File: src/rtl/alu_pkg.sv
// Shared definitions for the ALU datapath and its issue stage:
// opcode width, issue-stage FSM encoding and settle-counter width.
package alu_pkg;

  // Opcode width used by the ALU and every block that drives it.
  localparam int OP_WIDTH = 4;

  // Width of the settle counter; holds the largest legal SETTLE_CYCLES (15).
  localparam int SETTLE_CNT_WIDTH = 4;

  // Issue-stage sequencing: wait for a command, let the ALU settle,
  // then hold the captured result until downstream takes it.
  typedef enum logic [1:0] {
    IDLE   = 2'd0,
    SETTLE = 2'd1,
    HOLD   = 2'd2
  } alu_issue_state_e;

endpackage : alu_pkg

File: src/rtl/alu_issue_stage.sv
// Upstream sequencer for the combinational ALU. Accepts one command at a
// time, drives the ALU operands from registers, waits for the datapath to
// settle, captures the result and hands it downstream over valid/ready.
// Optional feature macro: ALU_ISSUE_STATS_EN adds txn_count/stall_count.
module alu_issue_stage
  import alu_pkg::*;
#(
  parameter  int DATA_WIDTH    = 8,
  parameter  int SETTLE_CYCLES = 1,   // legal range 1..15
  localparam int OUT_WIDTH     = DATA_WIDTH * 2
) (
  input  logic                  clk,
  input  logic                  rst_n,
  // Command handshake
  input  logic                  cmd_valid,
  output logic                  cmd_ready,
  input  logic [DATA_WIDTH-1:0] cmd_a,
  input  logic [DATA_WIDTH-1:0] cmd_b,
  input  logic [OP_WIDTH-1:0]   cmd_op,
  // ALU datapath
  output logic [DATA_WIDTH-1:0] alu_a,
  output logic [DATA_WIDTH-1:0] alu_b,
  output logic [OP_WIDTH-1:0]   alu_op,
  input  logic [OUT_WIDTH-1:0]  alu_out,
  // Result handshake
  output logic                  res_valid,
  input  logic                  res_ready,
  output logic [OUT_WIDTH-1:0]  res_data,
  output logic [OP_WIDTH-1:0]   res_op
`ifdef ALU_ISSUE_STATS_EN
  ,
  output logic [15:0]           txn_count,
  output logic [15:0]           stall_count
`endif
);

  // The operand registers take one edge to present a new command to the
  // ALU; after that the datapath gets SETTLE_CYCLES full cycles before the
  // capture edge. Counting down from SETTLE_CYCLES to zero places the
  // capture SETTLE_CYCLES+1 edges after the accept edge.
  localparam logic [SETTLE_CNT_WIDTH-1:0] SETTLE_LOAD =
    SETTLE_CNT_WIDTH'(SETTLE_CYCLES);

  alu_issue_state_e              state_q, state_d;
  logic [SETTLE_CNT_WIDTH-1:0]   cnt_q, cnt_d;
  logic                          cmd_ready_q, cmd_ready_d;
  logic                          res_valid_q, res_valid_d;
  logic [DATA_WIDTH-1:0]         alu_a_q, alu_a_d;
  logic [DATA_WIDTH-1:0]         alu_b_q, alu_b_d;
  logic [OP_WIDTH-1:0]           alu_op_q, alu_op_d;
  logic [OUT_WIDTH-1:0]          res_data_q, res_data_d;
  logic [OP_WIDTH-1:0]           res_op_q, res_op_d;

  logic                          cmd_accept;
  logic                          res_accept;

  // Handshake qualifiers; cmd_ready is only ever high in IDLE and
  // res_valid only in HOLD, so these also imply the current state.
  assign cmd_accept = cmd_valid & cmd_ready_q;
  assign res_accept = res_valid_q & res_ready;

  // Next-state and datapath-register update for the issue FSM.
  always_comb begin
    // NOTE: every signal assigned here gets a default first; a path that
    // leaves one unassigned would infer a latch.
    state_d     = state_q;
    cnt_d       = cnt_q;
    res_valid_d = res_valid_q;
    alu_a_d     = alu_a_q;
    alu_b_d     = alu_b_q;
    alu_op_d    = alu_op_q;
    res_data_d  = res_data_q;
    res_op_d    = res_op_q;

    unique case (state_q)
      IDLE: begin
        if (cmd_accept) begin
          alu_a_d  = cmd_a;
          alu_b_d  = cmd_b;
          alu_op_d = cmd_op;
          cnt_d    = SETTLE_LOAD;
          state_d  = SETTLE;
        end
      end

      SETTLE: begin
        if (cnt_q == '0) begin
          // Capture edge: the only point at which alu_out is sampled.
          res_data_d  = alu_out;
          res_op_d    = alu_op_q;
          res_valid_d = 1'b1;
          state_d     = HOLD;
        end else begin
          cnt_d = cnt_q - SETTLE_CNT_WIDTH'(1);
        end
      end

      HOLD: begin
        if (res_accept) begin
          res_valid_d = 1'b0;
          state_d     = IDLE;
        end
      end

      default: begin
        state_d     = IDLE;
        res_valid_d = 1'b0;
      end
    endcase

    // Registered ready: high exactly in the cycles the FSM sits in IDLE.
    cmd_ready_d = (state_d == IDLE);
  end

  // State and datapath registers.
  always_ff @(posedge clk or negedge rst_n) begin
    // NOTE: every flop here has a reset value because reset must leave the
    // ALU ports and result outputs at zero, not just the FSM idle.
    if (!rst_n) begin
      state_q     <= IDLE;
      cnt_q       <= '0;
      cmd_ready_q <= 1'b0;
      res_valid_q <= 1'b0;
      alu_a_q     <= '0;
      alu_b_q     <= '0;
      alu_op_q    <= '0;
      res_data_q  <= '0;
      res_op_q    <= '0;
    end else begin
      // NOTE: non-blocking assignments so every flop samples the values
      // from before this edge, independent of statement order.
      state_q     <= state_d;
      cnt_q       <= cnt_d;
      cmd_ready_q <= cmd_ready_d;
      res_valid_q <= res_valid_d;
      alu_a_q     <= alu_a_d;
      alu_b_q     <= alu_b_d;
      alu_op_q    <= alu_op_d;
      res_data_q  <= res_data_d;
      res_op_q    <= res_op_d;
    end
  end

  assign cmd_ready = cmd_ready_q;
  assign res_valid = res_valid_q;
  assign alu_a     = alu_a_q;
  assign alu_b     = alu_b_q;
  assign alu_op    = alu_op_q;
  assign res_data  = res_data_q;
  assign res_op    = res_op_q;

`ifdef ALU_ISSUE_STATS_EN
  logic [15:0] txn_count_q, txn_count_d;
  logic [15:0] stall_count_q, stall_count_d;

  // Transaction count wraps; stall count saturates at all-ones.
  always_comb begin
    txn_count_d   = txn_count_q;
    stall_count_d = stall_count_q;
    if (res_accept) begin
      txn_count_d = txn_count_q + 16'd1;
    end
    if ((state_q == HOLD) && !res_ready && (stall_count_q != 16'hFFFF)) begin
      stall_count_d = stall_count_q + 16'd1;
    end
  end

  // Statistics registers.
  always_ff @(posedge clk or negedge rst_n) begin
    if (!rst_n) begin
      txn_count_q   <= '0;
      stall_count_q <= '0;
    end else begin
      txn_count_q   <= txn_count_d;
      stall_count_q <= stall_count_d;
    end
  end

  assign txn_count   = txn_count_q;
  assign stall_count = stall_count_q;
`endif

endmodule : alu_issue_stage

File: config.mk
export PLATFORM = sky130hd
export DESIGN_NAME = alu_issue_stage
export DESIGN_NICKNAME = d
export VERILOG_FILES = /design/src/rtl/alu_pkg.sv /design/src/rtl/alu_issue_stage.sv
export SDC_FILE = /design/constraint.sdc
export NUM_CORES = 1
export LEC_CHECK = 0
export BUFFER_PORTS_ARGS = -buffer_cell sky130_fd_sc_hd__clkbuf_2
export CAP_MARGIN = 5
export CORE_ASPECT_RATIO = 1.75
export CORE_MARGIN = 3
export CORE_UTILIZATION = 50
export DETAILED_ROUTE_END_ITERATION = 12
export PLACE_DENSITY_LB_ADDON = 0.15
export SYNTH_ARGS = -nofsm -noshare
export SYNTH_HDL_FRONTEND = slang
export SYNTH_SLANG_ARGS = --single-unit
File: constraint.sdc
create_clock -name clk -period 3.49 [get_ports clk]
set_input_delay 0.1745 -clock clk [delete_from_list [all_inputs] [get_ports clk]]
set_output_delay 0.1745 -clock clk [all_outputs]
set_load 0.01 [all_outputs]
== Word level (Yosys, flattened, before mapping) ==
Cells that the tools add are included.

* Output and inout bits: 42
* Input bits: 40
* Register bits after elaboration: 48
* Logic and storage cells: 37

* Equality and inequality tests: 6
* Bitwise logic cells: 3
* Muxes and demuxes: 10
* Reduce and logical (&&, ||, !) cells: 8
* Add/subtract/negate cells: 1

{| class="wikitable"
|+ Operator list
! kind !! number
|-
| 4-bit two-way mux || 2
|-
| 2-bit inequality test (second input constant) || 4
|-
| 4-bit one-hot mux with 2 select lines || 1
|-
| 2-bit two-way mux || 3
|-
| 2-bit one-hot mux with 3 select lines || 1
|-
| 3-bit AND reduction || 2
|-
| 2-bit zero test || 2
|-
| 4-bit zero test || 1
|-
| 2-bit AND reduction || 2
|-
| 4-bit by 1-bit subtractor with 4-bit output (second input constant) || 1
|-
| 1-bit one-hot mux with 3 select lines || 1
|-
| 1-bit AND || 2
|-
| 2-bit by 1-bit equality test with 1-bit output (second input constant) || 1
|-
| 2-bit equality test (second input constant) || 1
|-
| 1-bit two-way mux || 2
|-
| 2-bit nonzero test || 1
|-
| 1-bit inverter || 1
|}

== Depth between registers and ports, before layout ==
* Depth in word-level cells: 4
* Gate-level depth with buffers: 6
* Mapped depth without buffers: 5

== Worst setup path after synthesis ==
OpenSTA, ideal clock, no wires.

* Kind: register to register
* From: reg cnt_q[0]
* To: reg res_data_q[10] (netlist: res_data[10])
* Data required time: 3.365 ns
* Path slack: 1.983 ns
* Arrival: 1.382 ns
* Buffers on the path: 1
* Library setup time: 0.125 ns
* Period minus slack after synthesis: 1.507 ns
* Cell stages (with the launch flop): 7
* Path through: dfrtp_1 > inv_1 > ha_1 > nor3b_2 > nand2_2 > buf_6 > mux2_4

* Cells in the longest elaborated chain, start to end: 2

{| class="wikitable"
|+ Ends and longest elaborated chain
! what !! line !! text
|-
| start: declaration || alu_issue_stage.sv:45 || <nowiki>logic [SETTLE_CNT_WIDTH-1:0] cnt_q, cnt_d;</nowiki>
|-
| start signal: assignment || alu_issue_stage.sv:133 || <nowiki>cnt_q <= cnt_d;</nowiki>
|-
| 4-bit zero test || alu_issue_stage.sv:87 || <nowiki>if (cnt_q == '0) begin</nowiki>
|-
| 2-bit AND reduction (no line) || -- ||
|-
| end signal: assignment || alu_issue_stage.sv:139 || <nowiki>res_data_q <= res_data_d;</nowiki>
|-
| end: declaration || alu_issue_stage.sv:51 || <nowiki>logic [OUT_WIDTH-1:0] res_data_q, res_data_d;</nowiki>
|}

Every way passes these cells.
A chain may end at the register's enable or synchronous reset.

== Final worst setup path ==
* From: reg cnt_q[0]
* To: reg res_data_q[0] (netlist: res_data[0])

The elaborated chain is that of the path after synthesis.

==> metrics <==
proportion of layout cells with a drive suffix above 1=64.1%; first-pass GRT wire length=6220 um; PostCTS Resize Cnt=0; DR vias/cell=5.03; library cell with the largest summed area after synthesis=dfrtp_1; final net count=251; power density cells=949 nW/um^2; peak supply drop=0.579 mV; Final Hold Vio Count=0; largest net degree at the start of global routing=49; number of max-slew violations in the final report=0; Register Area=1200 sq um; number of enable-type register cells in the synthesized netlist=0; critical path launch point=cnt_q[0]; run status=finished, final reports clean; post-route DRC violation count=0; Worst Tran Pin Value=1.14 ns; Seq/Total Area, Yosys=58.1%; most frequent cell after synthesis=dfrtp_1; post-layout worst setup margin=1.53 ns; number of ports placed on the die boundary=82; critical path fanouts, max=22; count of buffers inserted at the top-level ports=81; placer's final routability congestion estimate=0.807; post-detail-place hpwl=2960 um; row cnt=30; dominant synthesized flop cell=dfrtp_1; share of flip-flops with an asynchronous set or reset=100%; top cells by area in the synthesized netlist=dfrtp_1 58%, mux2_4 25%, mux2_2 2.7%; worst slack after detailed placement=1.54 ns; final worst clock skew=0.00320 ns; number of setup buffers added after CTS=0; source-to-sink clock delay at the later pin of the worst-skew pair=0.29 ns; list of cells traversed by the critical path=inv_1, ha_1, nor3b_2, nand2_2, mux2_4; TritonCTS clock tree=built; width of the chip=54.6 um; Mapped Cells=125; Critical R2R Launch=cnt_q[0]; cells on worst reg2reg path=5; worst path arrival time=2.14 ns; maximum buffer depth of the clock tree=2; die height=91.0 um; initial antenna violation count=0; number of setup violations in the final report=0; cts-stage hold buffer count=0; Total GRT Usage=17.1%; Period minus WS final=1.96 ns; clock buffers created by TritonCTS=5; placeable core region=3940 sq um; Initial Util=52.4%; flops & latches, synth=48; R2R Path End=res_data[0]; number of nets in the synthesized netlist=167; CP max stage cell=mux2_4; die outline area=4970 sq um; slack of the worst reg-to-reg path=1.53 ns; unrepaired setup endpoints after global routing=no; synth cell count leaders=48 x dfrtp_1, 35 x mux2_4, 5 x mux2_2; mapped cell area=2070 sq um; data required time at the worst endpoint=3.67 ns; Post-Route WL=3960 um; category of the worst setup path launch point=flip-flop; number of design-rule violations left by the first detailed-router iteration=17; Filler cells=297; hold slack=0.100 ns; Antenna Violating Nets Remaining=0; via count of the first global-routing pass=1403; synth-to-layout area growth=24.0%; global route total overflow=0; ratio of final minimum period to clock period=56.2%; share of the synthesized area in the top cell type=58.1%; Setup crit end kind=flip-flop; via count=1293; maximum achievable frequency=0.509 GHz; routed len/inst=15.4 um; class of the most critical hold timing path=in2async; Setup Crit Path Kind=reg2reg; setup TNS=0 ns; destination of the critical timing path=res_data[0]; number of max-capacitance violations reported=0; CTS root buf=clkbuf_8; Reg clk slew, reported paths=0.08 ns; slowest stage delay, CP=0.45 ns; maximum level of the CTS H-tree=2; leakage dissipation=1.37 nW; number of distinct library cell variants in the gate-level netlist after synthesis=23; per-instance average area after synthesis=16.5 sq um; Antenna Diode Count=0; 1st-pass router iterations=3; number of warnings reported in the yosys synthesis log=0; relative slew slack=24.3%; Clock Sink Count=48; multi-input gate area in the final layout=798 sq um
worst min path at each step:
stage | startpoint | endpoint | slack, ns
2_1_floorplan | rst_n | alu_a[0] | -0.12
3_3_place_gp | cmd_op[3] | alu_op[3] | 0.41
3_5_place_dp | cmd_op[3] | alu_op[3] | 0.41
4_1_cts | cmd_op[3] | alu_op[3] | 0.1
5_1_grt | cmd_op[3] | alu_op[3] | 0.09
6_report | rst_n | res_data[15] | 0.10
flip-flops by register name, indices dropped and copies added (netlist names):
| register | count |
|---|---|
| res_valid | 1 |
| alu_b | 8 |
| cmd_ready | 1 |
| cnt_q | 4 |
| alu_op | 4 |
| res_data | 16 |
| res_op | 4 |
| alu_a | 8 |
| state_q | 2 |
layout make-up:
type                       instances  area share, %
clock buffer                       6           2.83
clock inverter                     1          0.195
inverter                           3          0.440
multi-input combinational         69           31.2
sequential                        48           46.9
tap                               48           2.34
timing repair buffer              82           16.1
logic make-up (layout without fill, tap and decap cells):
| group | after synthesis | after routing | synth area share [%] |
|---|---|---|---|
| compound gates | 8 | 8 | 2.30 |
| fa+ha+maj | 2 | 2 | 1.21 |
| buf+inv | 8 | 92 | 3.94 |
| flops | 48 | 48 | 58.1 |
| mux | 43 | 43 | 29.6 |
| simple gates | 16 | 16 | 4.78 |
per-stage QoR:
step                power (mW)  cells  util (%)  area, sq um
floorplan                 1.77    125         -         2070
finish                    2.43    257      65.0         2560
global placement          2.10    250      63.0         2480
detailed placement        2.15    250      63.0         2480
global route              2.60    257      65.0         2560
CTS                       2.47    257      65.0         2560
critical path, delay by kind of cell (launching register included):
| family | cells | cell delay [ns] |
|---|---|---|
| buf+inv | 1 | 0.11 |
| fa+ha+maj | 1 | 0.20 |
| flops | 1 | 0.42 |
| mux | 1 | 0.45 |
| simple gates | 2 | 0.67 |
per-layer routing:
metal | up-vias | GRT usage (%) | share of wire [%]
met2 | 49 | 29.7 | 55
met5 | - | 0 | 0
met3 | 5 | 3.78 | 6.2
met4 | 0 | 7.48 | 1.4
met1 | 640 | 18.6 | 37
li1 | 599 | - | -
cell usage in the layout (no fill, tap or decap):
cell      synthesis  routed
a21bo_2           1       1
a21oi_1           3       3
buf_4             1       1
clkbuf_1          0       1
clkbuf_2          0      81
clkbuf_8          0       5
clkinv_2          0       1
dfrtp_1          48      48
ha_1              2       2
inv_1             3       3
mux2_2            5       5
mux2_4           35      35
mux2i_1           3       3
nand2_1           4       4
nand2_2           1       1
nand2b_1          2       2
nand4b_1          1       1
nor2_1            1       1
nor2b_2           1       1
nor3_1            3       3
nor3b_2           1       1
nor4bb_4          0       1
o21a_1            1       1
o21ai_0           3       3
or2_2             1       1
power breakdown:
part	total (mW)	internal, mW	leakage (nW)	switching (mW)
clock	0.303	0.136	0.0410	0.167
sequential	1.02	0.838	0.571	0.186
combinational	1.10	0.646	0.757	0.457
Note: power is estimated with default switching activity, not from simulation.
